[config.mk]
export PLATFORM = sky130hd
export DESIGN_NAME = bsg_axil_rr_arb
export DESIGN_NICKNAME = d
export VERILOG_FILES = /design/src/rtl/bsg_axil_rr_arb_pkg.sv /design/src/rtl/bsg_axil_rr_arb_picker.sv /design/src/rtl/bsg_axil_rr_arb.sv
export SDC_FILE = /design/constraint.sdc
export NUM_CORES = 1
export LEC_CHECK = 0
export BUFFER_PORTS_ARGS = -buffer_cell sky130_fd_sc_hd__buf_2
export CAP_MARGIN = 40
export CORE_AREA = 4 4 176 178
export CTS_CLUSTER_DIAMETER = 120
export DETAILED_ROUTE_END_ITERATION = 10
export DIE_AREA = 0 0 180 182
export PLACE_DENSITY = 0.37
export SLEW_MARGIN = 10
export SYNTH_ARGS = -nofsm -noshare
export SYNTH_HDL_FRONTEND = slang
export SYNTH_SLANG_ARGS = --single-unit
[constraint.sdc]
create_clock -name clk_i -period 1.55 [get_ports clk_i]
set_input_delay 0.0775 -clock clk_i [delete_from_list [all_inputs] [get_ports clk_i]]
set_output_delay 0.0775 -clock clk_i [all_outputs]
set_load 0.1 [all_outputs]
[src/rtl/bsg_axil_rr_arb_pkg.sv]
// ----------------------------------------------------------------------------
// bsg_axil_rr_arb_pkg : FSM encodings and AXI response codes for the arbiter
// rev 1.0
// ----------------------------------------------------------------------------
`default_nettype none

package bsg_axil_rr_arb_pkg;

   typedef enum logic [1:0] {
      e_w_idle = 2'd0,
      e_w_xfer = 2'd1,
      e_w_resp = 2'd2
   } w_state_e;

   typedef enum logic [1:0] {
      e_r_idle = 2'd0,
      e_r_addr = 2'd1,
      e_r_data = 2'd2
   } r_state_e;

   localparam logic [1:0] OKAY   = 2'b00;
   localparam logic [1:0] SLVERR = 2'b10;

   localparam int STAT_W = 32;

endpackage

`default_nettype wire

[src/rtl/bsg_axil_rr_arb_picker.sv]
// ----------------------------------------------------------------------------
// bsg_axil_rr_arb_picker : round-robin pointer with a grant lock held until release
// rev 1.0
// ----------------------------------------------------------------------------
`default_nettype none

module bsg_axil_rr_arb_picker
   import bsg_axil_rr_arb_pkg::*;
#(
   parameter  int num_s_p = 2,
   localparam int id_w_lp = $clog2(num_s_p)
) (
   input  logic               clk_i,
   input  logic               reset_i,
   input  logic [num_s_p-1:0] req_i,
   input  logic               release_i,
   output logic [id_w_lp-1:0] grant_id_o,
   output logic               grant_v_o
);

   logic [id_w_lp-1:0] ptr_q, ptr_d;
   logic [id_w_lp-1:0] grant_id_q, grant_id_d;
   logic               lock_q, lock_d;
   logic [id_w_lp-1:0] pick_id;
   logic               pick_v;
   logic [id_w_lp:0]   cand;

   // Scan cyclically from the pointer; one extra bit keeps the wrap explicit
   // for non-power-of-two requester counts.
   always_comb begin
      pick_id = ptr_q;
      pick_v  = 1'b0;
      cand    = '0;
      for (int i = 0; i < num_s_p; i++) begin
         cand = {1'b0, ptr_q} + (id_w_lp+1)'(i);
         if (cand >= (id_w_lp+1)'(num_s_p))
            cand = cand - (id_w_lp+1)'(num_s_p);
         if (!pick_v && req_i[cand[id_w_lp-1:0]]) begin
            pick_v  = 1'b1;
            pick_id = cand[id_w_lp-1:0];
         end
      end
   end

   always_comb begin
      ptr_d      = ptr_q;
      grant_id_d = grant_id_q;
      lock_d     = lock_q;
      if (release_i) begin
         lock_d = 1'b0;
         ptr_d  = (grant_id_q == id_w_lp'(num_s_p-1)) ? '0 : grant_id_q + id_w_lp'(1);
      end else if (!lock_q && pick_v) begin
         lock_d     = 1'b1;
         grant_id_d = pick_id;
      end
   end

   always_ff @(posedge clk_i) begin
      if (reset_i) begin
         ptr_q      <= '0;
         grant_id_q <= '0;
         lock_q     <= 1'b0;
      end else begin
         ptr_q      <= ptr_d;
         grant_id_q <= grant_id_d;
         lock_q     <= lock_d;
      end
   end

   assign grant_id_o = grant_id_q;
   assign grant_v_o  = lock_q;

endmodule

`default_nettype wire

[src/rtl/bsg_axil_rr_arb.sv]
// ----------------------------------------------------------------------------
// bsg_axil_rr_arb : N-to-1 AXI4-Lite arbiter, independent round-robin read and
// write paths. Optional grant counters under BSG_AXIL_RR_ARB_STATS_EN. rev 1.0
// ----------------------------------------------------------------------------
`default_nettype none

module bsg_axil_rr_arb
   import bsg_axil_rr_arb_pkg::*;
#(
   parameter  int num_s_p       = 2,
   parameter  int addr_width_p  = 32,
   parameter  int data_width_p  = 32,
   localparam int strb_width_lp = data_width_p/8,
   localparam int id_w_lp       = $clog2(num_s_p)
) (
   input  logic                              clk_i,
   input  logic                              reset_i,
`ifdef BSG_AXIL_RR_ARB_STATS_EN
   output logic [num_s_p*STAT_W-1:0]         wr_grants_o,
   output logic [num_s_p*STAT_W-1:0]         rd_grants_o,
`endif
   input  logic [num_s_p*addr_width_p-1:0]   s_axi_awaddr_i,
   input  logic [num_s_p*3-1:0]              s_axi_awprot_i,
   input  logic [num_s_p-1:0]                s_axi_awvalid_i,
   output logic [num_s_p-1:0]                s_axi_awready_o,
   input  logic [num_s_p*data_width_p-1:0]   s_axi_wdata_i,
   input  logic [num_s_p*strb_width_lp-1:0]  s_axi_wstrb_i,
   input  logic [num_s_p-1:0]                s_axi_wvalid_i,
   output logic [num_s_p-1:0]                s_axi_wready_o,
   output logic [num_s_p*2-1:0]              s_axi_bresp_o,
   output logic [num_s_p-1:0]                s_axi_bvalid_o,
   input  logic [num_s_p-1:0]                s_axi_bready_i,
   input  logic [num_s_p*addr_width_p-1:0]   s_axi_araddr_i,
   input  logic [num_s_p*3-1:0]              s_axi_arprot_i,
   input  logic [num_s_p-1:0]                s_axi_arvalid_i,
   output logic [num_s_p-1:0]                s_axi_arready_o,
   output logic [num_s_p*data_width_p-1:0]   s_axi_rdata_o,
   output logic [num_s_p*2-1:0]              s_axi_rresp_o,
   output logic [num_s_p-1:0]                s_axi_rvalid_o,
   input  logic [num_s_p-1:0]                s_axi_rready_i,
   output logic [addr_width_p-1:0]           m_axi_awaddr_o,
   output logic [2:0]                        m_axi_awprot_o,
   output logic                              m_axi_awvalid_o,
   input  logic                              m_axi_awready_i,
   output logic [data_width_p-1:0]           m_axi_wdata_o,
   output logic [strb_width_lp-1:0]          m_axi_wstrb_o,
   output logic                              m_axi_wvalid_o,
   input  logic                              m_axi_wready_i,
   input  logic [1:0]                        m_axi_bresp_i,
   input  logic                              m_axi_bvalid_i,
   output logic                              m_axi_bready_o,
   output logic [addr_width_p-1:0]           m_axi_araddr_o,
   output logic [2:0]                        m_axi_arprot_o,
   output logic                              m_axi_arvalid_o,
   input  logic                              m_axi_arready_i,
   input  logic [data_width_p-1:0]           m_axi_rdata_i,
   input  logic [1:0]                        m_axi_rresp_i,
   input  logic                              m_axi_rvalid_i,
   output logic                              m_axi_rready_o
);

   w_state_e w_state_q, w_state_d;
   r_state_e r_state_q, r_state_d;
   logic     aw_done_q, aw_done_d;
   logic     w_done_q, w_done_d;

   logic [id_w_lp-1:0] grant_w, grant_r, w_sel, r_sel;
   logic               grant_w_v, grant_r_v;
   logic               w_xfer, w_resp, r_addr, r_data;
   logic               aw_fire, w_fire, b_fire, ar_fire, r_fire;
   logic [num_s_p-1:0] w_req;

   logic [addr_width_p-1:0]  awaddr_a [num_s_p];
   logic [addr_width_p-1:0]  araddr_a [num_s_p];
   logic [2:0]               awprot_a [num_s_p];
   logic [2:0]               arprot_a [num_s_p];
   logic [data_width_p-1:0]  wdata_a  [num_s_p];
   logic [strb_width_lp-1:0] wstrb_a  [num_s_p];

   assign w_req = s_axi_awvalid_i | s_axi_wvalid_i;

   bsg_axil_rr_arb_picker #(.num_s_p(num_s_p)) u_wpick (
      .clk_i      (clk_i),
      .reset_i    (reset_i),
      .req_i      (w_req),
      .release_i  (b_fire),
      .grant_id_o (grant_w),
      .grant_v_o  (grant_w_v)
   );

   bsg_axil_rr_arb_picker #(.num_s_p(num_s_p)) u_rpick (
      .clk_i      (clk_i),
      .reset_i    (reset_i),
      .req_i      (s_axi_arvalid_i),
      .release_i  (r_fire),
      .grant_id_o (grant_r),
      .grant_v_o  (grant_r_v)
   );

   assign w_xfer = (w_state_q == e_w_xfer) && grant_w_v;
   assign w_resp = (w_state_q == e_w_resp);
   assign r_addr = (r_state_q == e_r_addr) && grant_r_v;
   assign r_data = (r_state_q == e_r_data);

   // Idle paths park the payload muxes on requester 0.
   assign w_sel = (w_state_q == e_w_idle) ? '0 : grant_w;
   assign r_sel = (r_state_q == e_r_idle) ? '0 : grant_r;

   genvar k;
   generate
      for (k = 0; k < num_s_p; k++) begin : g_port
         assign awaddr_a[k] = s_axi_awaddr_i[k*addr_width_p +: addr_width_p];
         assign araddr_a[k] = s_axi_araddr_i[k*addr_width_p +: addr_width_p];
         assign awprot_a[k] = s_axi_awprot_i[k*3 +: 3];
         assign arprot_a[k] = s_axi_arprot_i[k*3 +: 3];
         assign wdata_a[k]  = s_axi_wdata_i[k*data_width_p +: data_width_p];
         assign wstrb_a[k]  = s_axi_wstrb_i[k*strb_width_lp +: strb_width_lp];

         assign s_axi_awready_o[k] = w_xfer && !aw_done_q && (grant_w == id_w_lp'(k)) && m_axi_awready_i;
         assign s_axi_wready_o[k]  = w_xfer && !w_done_q  && (grant_w == id_w_lp'(k)) && m_axi_wready_i;
         assign s_axi_bvalid_o[k]  = w_resp && (grant_w == id_w_lp'(k)) && m_axi_bvalid_i;
         assign s_axi_arready_o[k] = r_addr && (grant_r == id_w_lp'(k)) && m_axi_arready_i;
         assign s_axi_rvalid_o[k]  = r_data && (grant_r == id_w_lp'(k)) && m_axi_rvalid_i;

         assign s_axi_bresp_o[k*2 +: 2]                    = m_axi_bresp_i;
         assign s_axi_rresp_o[k*2 +: 2]                    = m_axi_rresp_i;
         assign s_axi_rdata_o[k*data_width_p +: data_width_p] = m_axi_rdata_i;
      end
   endgenerate

   assign m_axi_awaddr_o  = awaddr_a[w_sel];
   assign m_axi_awprot_o  = awprot_a[w_sel];
   assign m_axi_wdata_o   = wdata_a[w_sel];
   assign m_axi_wstrb_o   = wstrb_a[w_sel];
   assign m_axi_araddr_o  = araddr_a[r_sel];
   assign m_axi_arprot_o  = arprot_a[r_sel];

   assign m_axi_awvalid_o = w_xfer && !aw_done_q && s_axi_awvalid_i[grant_w];
   assign m_axi_wvalid_o  = w_xfer && !w_done_q  && s_axi_wvalid_i[grant_w];
   assign m_axi_bready_o  = w_resp && s_axi_bready_i[grant_w];
   assign m_axi_arvalid_o = r_addr && s_axi_arvalid_i[grant_r];
   assign m_axi_rready_o  = r_data && s_axi_rready_i[grant_r];

   assign aw_fire = m_axi_awvalid_o && m_axi_awready_i;
   assign w_fire  = m_axi_wvalid_o  && m_axi_wready_i;
   assign b_fire  = m_axi_bvalid_i  && m_axi_bready_o;
   assign ar_fire = m_axi_arvalid_o && m_axi_arready_i;
   assign r_fire  = m_axi_rvalid_i  && m_axi_rready_o;

   // AW and W complete independently; RESP waits for both.
   always_comb begin
      w_state_d = w_state_q;
      aw_done_d = aw_done_q;
      w_done_d  = w_done_q;
      case (w_state_q)
         e_w_idle: if (|w_req) w_state_d = e_w_xfer;
         e_w_xfer: begin
            aw_done_d = aw_done_q | aw_fire;
            w_done_d  = w_done_q  | w_fire;
            if (aw_done_d && w_done_d) w_state_d = e_w_resp;
         end
         e_w_resp: if (b_fire) begin
            aw_done_d = 1'b0;
            w_done_d  = 1'b0;
            w_state_d = e_w_idle;
         end
         default: w_state_d = e_w_idle;
      endcase
   end

   always_comb begin
      r_state_d = r_state_q;
      case (r_state_q)
         e_r_idle: if (|s_axi_arvalid_i) r_state_d = e_r_addr;
         e_r_addr: if (ar_fire) r_state_d = e_r_data;
         e_r_data: if (r_fire) r_state_d = e_r_idle;
         default:  r_state_d = e_r_idle;
      endcase
   end

   always_ff @(posedge clk_i) begin
      if (reset_i) begin
         w_state_q <= e_w_idle;
         r_state_q <= e_r_idle;
         aw_done_q <= 1'b0;
         w_done_q  <= 1'b0;
      end else begin
         w_state_q <= w_state_d;
         r_state_q <= r_state_d;
         aw_done_q <= aw_done_d;
         w_done_q  <= w_done_d;
      end
   end

`ifdef BSG_AXIL_RR_ARB_STATS_EN
   logic [STAT_W-1:0] wr_cnt_q [num_s_p];
   logic [STAT_W-1:0] wr_cnt_d [num_s_p];
   logic [STAT_W-1:0] rd_cnt_q [num_s_p];
   logic [STAT_W-1:0] rd_cnt_d [num_s_p];

   // Saturating per-requester completion counters.
   always_comb begin
      for (int i = 0; i < num_s_p; i++) begin
         wr_cnt_d[i] = wr_cnt_q[i];
         rd_cnt_d[i] = rd_cnt_q[i];
         if (b_fire && (grant_w == id_w_lp'(i)) && (wr_cnt_q[i] != '1))
            wr_cnt_d[i] = wr_cnt_q[i] + STAT_W'(1);
         if (r_fire && (grant_r == id_w_lp'(i)) && (rd_cnt_q[i] != '1))
            rd_cnt_d[i] = rd_cnt_q[i] + STAT_W'(1);
      end
   end

   always_ff @(posedge clk_i) begin
      for (int i = 0; i < num_s_p; i++) begin
         if (reset_i) begin
            wr_cnt_q[i] <= '0;
            rd_cnt_q[i] <= '0;
         end else begin
            wr_cnt_q[i] <= wr_cnt_d[i];
            rd_cnt_q[i] <= rd_cnt_d[i];
         end
      end
   end

   generate
      for (k = 0; k < num_s_p; k++) begin : g_stats
         assign wr_grants_o[k*STAT_W +: STAT_W] = wr_cnt_q[k];
         assign rd_grants_o[k*STAT_W +: STAT_W] = rd_cnt_q[k];
      end
   endgenerate
`endif

endmodule

`default_nettype wire

**Word level (Yosys, flattened, before mapping)**

Index checks and enable logic that the tools add are counted.

- $add $sub $neg: 8
- Magnitude comparators: 12
- Eq/ne operators: 10
- Multiplexer cells: 63
- Bitwise gates (word level): 9
- Reduce and logical (&&, ||, !) cells: 57

Operator list:

| operator | number |
|---|---|
| $mux 32 | 9 |
| $logic_and 1x1->1 | 39 |
| $mux 1 | 35 |
| $mux 3 | 6 |
| $lt 1x2->1 const B | 6 |
| $mux 2 | 6 |
| $mux 4 | 3 |
| $pmux 2 s3 | 2 |
| $ne 2x1->1 const B | 5 |
| $ge 2x2->1 const B | 4 |
| $reduce_or 2->1 | 4 |
| $logic_not 1->1 | 6 |
| $reduce_and 2->1 | 3 |
| $reduce_and 3->1 | 2 |
| $add 1x1->2 const B | 2 |
| $eq 2x1->1 const B | 2 |
| $eq 2x2->1 const B | 2 |
| $ge 1x2->1 const B | 2 |
| $logic_not 2->1 | 2 |
| $not 1->1 | 4 |
| $not 1->2 | 2 |
| $pmux 1 s2 | 2 |
| $sub 1x1->1 const B | 4 |
| $add 1x1->1 const B | 2 |
| other kinds (4) | 5 |

- Register bits after elaboration: 12
- Input port bits: 265

**Depth between registers and ports, before layout**

- Word-level depth: 10
- Mapped depth: 5

**Modules after synthesis**

Synthesis repeated with hierarchy kept, for this count alone.

- Cell total of the unflattened synthesis: 283
- Area, all modules: 2566.2 um^2

By module, submodules not included:

| module | times used | cells an instance | area each (um^2) |
|---|---|---|---|
| bsg_axil_rr_arb | 1 | 257 | 2316.0 |
| bsg_axil_rr_arb_picker | 2 | 13 | 125.1 |

**Worst setup path after synthesis**

OpenSTA, ideal clock, no wires.

- Path type: register to output
- From: register w_state_q[0]
- To: output port s_axi_awready_o[0]
- Arrival time: 3.869 ns
- Data required time: 1.472 ns
- Slack: -2.397 ns
- Cell stages (with the launch flop): 4
- Buffers on the path: 0
- Cells stage by stage: dfxtp_1 > nor2b_1 > nand2_1 > nor4b_1

- Cells in the longest elaborated chain, start to end: 5

RTL lines:

| item | line | text |
|---|---|---|
| start, declared | bsg_axil_rr_arb.sv:62 | `w_state_e w_state_q, w_state_d;` |
| start signal, assigned | bsg_axil_rr_arb.sv:183 | `w_state_q <= e_w_idle;` |
| start signal, assigned | bsg_axil_rr_arb.sv:188 | `w_state_q <= w_state_d;` |
| $eq 2x1->1 | bsg_axil_rr_arb.sv:100 | `assign w_xfer = (w_state_q == e_w_xfer) && grant_w_v;` |
| $logic_and 1x1->1 | bsg_axil_rr_arb.sv:100 |  |
| $logic_and 1x1->1 (3 in a row) | bsg_axil_rr_arb.sv:119 | `assign s_axi_awready_o[k] = w_xfer && !aw_done_q && (grant_w == id_w_lp'(k)) && m_axi_awready_i;` |
| end, declared | bsg_axil_rr_arb.sv:25 | `output logic [num_s_p-1:0] s_axi_awready_o,` |

Every way passes these cells.

**Worst setup path after layout**

- From: register w_state_q[1]
- To: output port m_axi_wdata_o[23]

- Cells in the longest elaborated chain, start to end: 6

RTL lines:

| item | line | text |
|---|---|---|
| $logic_not 2->1 | bsg_axil_rr_arb.sv:106 | `assign w_sel = (w_state_q == e_w_idle) ? '0 : grant_w;` |
| $mux 1 | bsg_axil_rr_arb.sv:106 |  |
| $not 1->2 (implied by the code) | bsg_axil_rr_arb.sv:133 | `assign m_axi_wdata_o = wdata_a[w_sel];` |
| $mux 32 (implied by the code) (3 in a row) | bsg_axil_rr_arb.sv:133 |  |
| end, declared | bsg_axil_rr_arb.sv:45 | `output logic [data_width_p-1:0] m_axi_wdata_o,` |

Every way passes these cells. The select of a mux whose other input is x is not followed.

==> reports/results.txt <==
The floorplan step defined a core boundary enclosing 29400 µm². The number of warnings reported in the yosys synthesis log is 0, and the combined global-route utilization of all metal layers is 8.911%. The analysis attributes to cell leakage a power of 3.322 nW. The number of hold buffers added after CTS was 0. The top cell type's share of synthesized area is 47.81%, and the vias per cell is 3.297. Counting flops with an async set or reset pin after synthesis yields a share of 0%. Residual antenna-violating net count after detailed routing: 0. Before antenna repair, the detailed router went through 3 iterations. For the pin with the worst max-slew slack, the measured transition is 0.3474 ns.

The die is 182 µm tall. The type of the setup path with the least slack is flip-flop to output port. The logs give 0 for the final-report max-slew violation count and 542 for the number of nets produced by synthesis. The logs give 0 for the final routed DRC violation total and 3 for the CTS buffer count. The wire length per cell after detailed routing was 16.37 µm; the cell depth of the worst flop-to-flop path was 5. TritonCTS built the clock tree. The first global-routing pass estimated 22330 µm of wire. The total via count after detailed routing was 3185. In this run the tool buffered the top-level ports with 349 buffer cells.

Hold path startpoint: m_axi_arready_i. The layout overhead on the synthesized area is 169.8%, and the period utilization is 111.7%. In this run the critical register-to-register path is launched from u_wpick.grant_id_o$_SDFFE_PP0P_. Number of H-tree levels: 1. Pin placement for this block handled 458 I/O pins.

Setup repair after global routing could not meet its margin everywhere. Along the worst path, the maximum fanout reaches 31. The count of distinct cell types in the synthesized netlist was 36; the setup total negative slack was -15.53 ns. By area, the combinational part of the netlist is dominated by multiplexers. Setup violations remaining at the end of the flow were counted as 112. The power per cell area is 582.2 nW/µm², and the floorplan row count is 63.

Derived from the worst setup path, the maximum achievable clock frequency is 577.7 MHz. The routed wire length came out at 15810 µm. The average cell area after synthesis is 9.183 µm², and the final critical path time including I/O delays and setup is 1.731 ns. The tools report the launch point of the worst path as w_state_q[1]$_SDFFE_PP0P_. The hold violation total from the final report came out at 0.

The startpoint class of the critical path was a flip-flop. Sorting the synthesized cells by area gives the leading types as sky130_fd_sc_hd__mux2_2 48%, sky130_fd_sc_hd__buf_4 22%, sky130_fd_sc_hd__dfxtp_1 9.4%. For the worst setup path, the data arrival time is 1.65 ns.

The post-route worst setup slack came out at -0.1810 ns. The run gives 840 as the net count reported at finish. The synthesized netlist devotes 9.985% of its cell area to simple gates. The flow ran to the end, but the final reports show violations. The synthesized netlist devotes 0% of its cell area to XOR and XNOR gates. Counting tap cells, the placed design contains a total of 951 instances. The width of the chip is 180 µm. After global routing the overflow that remains totals 0. Cell area after layout: 6863 µm². For this run, the leading register cell type out of synthesis is sky130_fd_sc_hd__dfxtp_1. The logs give 3625 for the via count of the first global-routing pass and 966 for the count of placed standard cells in the final layout, fillers left out. The portion of synthesized area spent on multiplexers is 49.48%. Once the floorplan was initialized, standard cells occupied 8.651% of the core. Yosys mapped a number of flops with a built-in enable equal to 0. The tools report the number of DRC markers after the initial detailed-route iteration as 58. The checks that failed: negative setup slack.

The worst hold path passes through 2 cells. STA puts the critical path data required time at 1.47 ns. The leading area contributor after synthesis was sky130_fd_sc_hd__mux2_2.

Power comes to 0.003996 W. The die outline area came out at 32760 µm². In this run the deepest clock path goes through 2 buffers. Measured against its own limit, the worst slew margin works out to 76.78%. The run gives 4 as the number of antenna violations at the first check in global routing.

The multi-input combinational cells in the finished layout cover a total of 2066 µm². The number of filler cells placed in the layout was 3164; the synthesized-area fraction occupied by ao, oa, aoi and oai cells was 6.198%. The tools report the worst clock skew on the final layout as 0.001139 ns. The path type of the worst min-delay path is primary input to flip-flop. IR analysis of the VDD net gives a maximum drop of 0.0002490 V.

STA classifies the critical path endpoint as an output port. Of the cells placed in the final design, the portion with a size suffix greater than 1 is 90.94%. Counting every sink on the clock net gives 12.

Of the total synthesized cell area, the portion taken by full adders, half adders and majority gates is 0%. The total area of sequential cells is 250.2 µm². The clock latency of the later-clocked register in the worst-skew pair is 0.24 ns, and the part of the Yosys area used for sequential elements is 9.444%. The cell count after synthesis came out at 277. Clock-pin slew was measured on the worst setup and hold paths at 0.05 ns.

The post-DP HPWL was 14090 µm. After synthesis the netlist holds a flip-flop and latch count of 12. The root buffer cell is sky130_fd_sc_hd__clkbuf_16. The tools report the routability congestion estimate from global placement as 0.7516. The placed instances occupy a cell area of 6436 µm². The tools report the count of max-cap constraint violations as 0.

For the largest net degree at the start of global routing, the log shows 32. The cell area after technology mapping came out at 2544 µm².
==> cells in the final DEF (no fill, tap or decap), types with 3 or more instances in the layout <==
master / n
sky130_fd_sc_hd__buf_2: 228
sky130_fd_sc_hd__buf_12: 128
sky130_fd_sc_hd__mux2_4: 63
sky130_fd_sc_hd__mux2_2: 45
sky130_fd_sc_hd__buf_4: 15
sky130_fd_sc_hd__nor2_1: 7
sky130_fd_sc_hd__dfxtp_1: 6
sky130_fd_sc_hd__a21oi_1: 5
sky130_fd_sc_hd__clkbuf_16: 5
sky130_fd_sc_hd__dfxtp_2: 5
sky130_fd_sc_hd__nor3_1: 4
sky130_fd_sc_hd__o21ai_0: 4
sky130_fd_sc_hd__buf_6: 4
sky130_fd_sc_hd__nor3b_4: 3
sky130_fd_sc_hd__nor2_4: 3
sky130_fd_sc_hd__nor2_2: 3
sky130_fd_sc_hd__nor3_4: 3
sky130_fd_sc_hd__inv_1: 3
==> worst paths after layout <==
check	endpoint	slack, ns
worst max-delay path	m_axi_wdata_o[23]	-0.18
worst min-delay path	r_state_q[0]$_SDFFE_PP0P_	0.06
worst max register to register	w_state_q[0]$_SDFFE_PP0P_	0.12
worst min register to register	u_wpick.ptr_q$_SDFFE_PP0P_	0.50
==> worst max-delay path, cell delays in order, from the launching register on <==
cell,delay [ns]
sky130_fd_sc_hd__dfxtp_2,0.33
sky130_fd_sc_hd__o21ai_4,0.26
sky130_fd_sc_hd__buf_12,0.24
sky130_fd_sc_hd__mux2_2,0.38
sky130_fd_sc_hd__buf_12,0.17
==> final cells by class <==
| cell class | instances | share of cell area [%] |
|---|---|---|
| Sequential cell | 12 | 3.646 |
| Timing Repair Buffer | 379 | 57.61 |
| Antenna cell | 2 | 0.07293 |
| Multi-Input combinational cell | 176 | 30.10 |
| Clock buffer | 4 | 1.294 |
| Tap cell | 390 | 7.110 |
| Inverter | 3 | 0.1641 |
==> cell families (layout without fill, tap and decap cells) <==
| logic type | after synthesis | after routing |
|---|---|---|
| other cells | 0 | 2 |
| compound gates | 21 | 21 |
| mux | 111 | 111 |
| flops | 12 | 12 |
| simple gates | 44 | 44 |
| buf+inv | 89 | 386 |
==> per-layer routing <==
layer  GRT usage (%)  vias up  share of wire, %
li1                -     1522                 -
met5               0        -                 0
met4           2.956        0               2.0
met2           16.97      185                55
met3           3.145       27               8.6
met1           9.027     1451                34
==> synth_stat cells, types with 3 or more instances <==
| library cell | number |
|---|---|
| sky130_fd_sc_hd__nand2_1 | 3 |
| sky130_fd_sc_hd__inv_1 | 3 |
| sky130_fd_sc_hd__buf_4 | 75 |
| sky130_fd_sc_hd__nor2b_1 | 3 |
| sky130_fd_sc_hd__nor2_1 | 12 |
| sky130_fd_sc_hd__a21oi_1 | 5 |
| sky130_fd_sc_hd__o21ai_0 | 4 |
| sky130_fd_sc_hd__mux2_2 | 108 |
| sky130_fd_sc_hd__nor3_1 | 7 |
| sky130_fd_sc_hd__dfxtp_1 | 12 |
| sky130_fd_sc_hd__buf_2 | 8 |
| sky130_fd_sc_hd__nor3b_1 | 3 |
==> sequential cells by signal, indices dropped and copies added, names as in the netlist <==
| name | count |
|---|---|
| r_state_q | 2 |
| w_state_q | 2 |
| aw_done_q | 1 |
| u_rpick.grant_id_o | 1 |
| u_rpick.grant_v_o | 1 |
| u_rpick.ptr_q | 1 |
| u_wpick.grant_id_o | 1 |
| u_wpick.grant_v_o | 1 |
| u_wpick.ptr_q | 1 |
| w_done_q | 1 |
==> metrics by stage <==
stage          util [%]  worst slack [ns]  hold slack [ns]
5_1_grt           23.34           -0.2377          0.07001
3_3_place_gp      21.89          -0.01339           0.1561
6_report          23.34           -0.1810          0.05746
4_1_cts           23.09           -0.1943          0.06605
3_5_place_dp      21.89           0.02651           0.1561
2_1_floorplan         -           -0.3892           0.1535
==> where the power goes <==
part | switching [W] | internal [W] | total (W)
clock | 0.000149 | 0.000391 | 0.000540
sequential | 0.0000222 | 0.000324 | 0.000346
combinational | 0.00187 | 0.00124 | 0.00311
==> repair_timing <==
action / CTS / global route
endpoints found under the setup margin: 114 / 117
cloned: 2 / 2
setup buffers: 5 / 2
pin swaps: 3 / 4
resized for setup: 48 / 14
(Power assumes the default switching activity.)
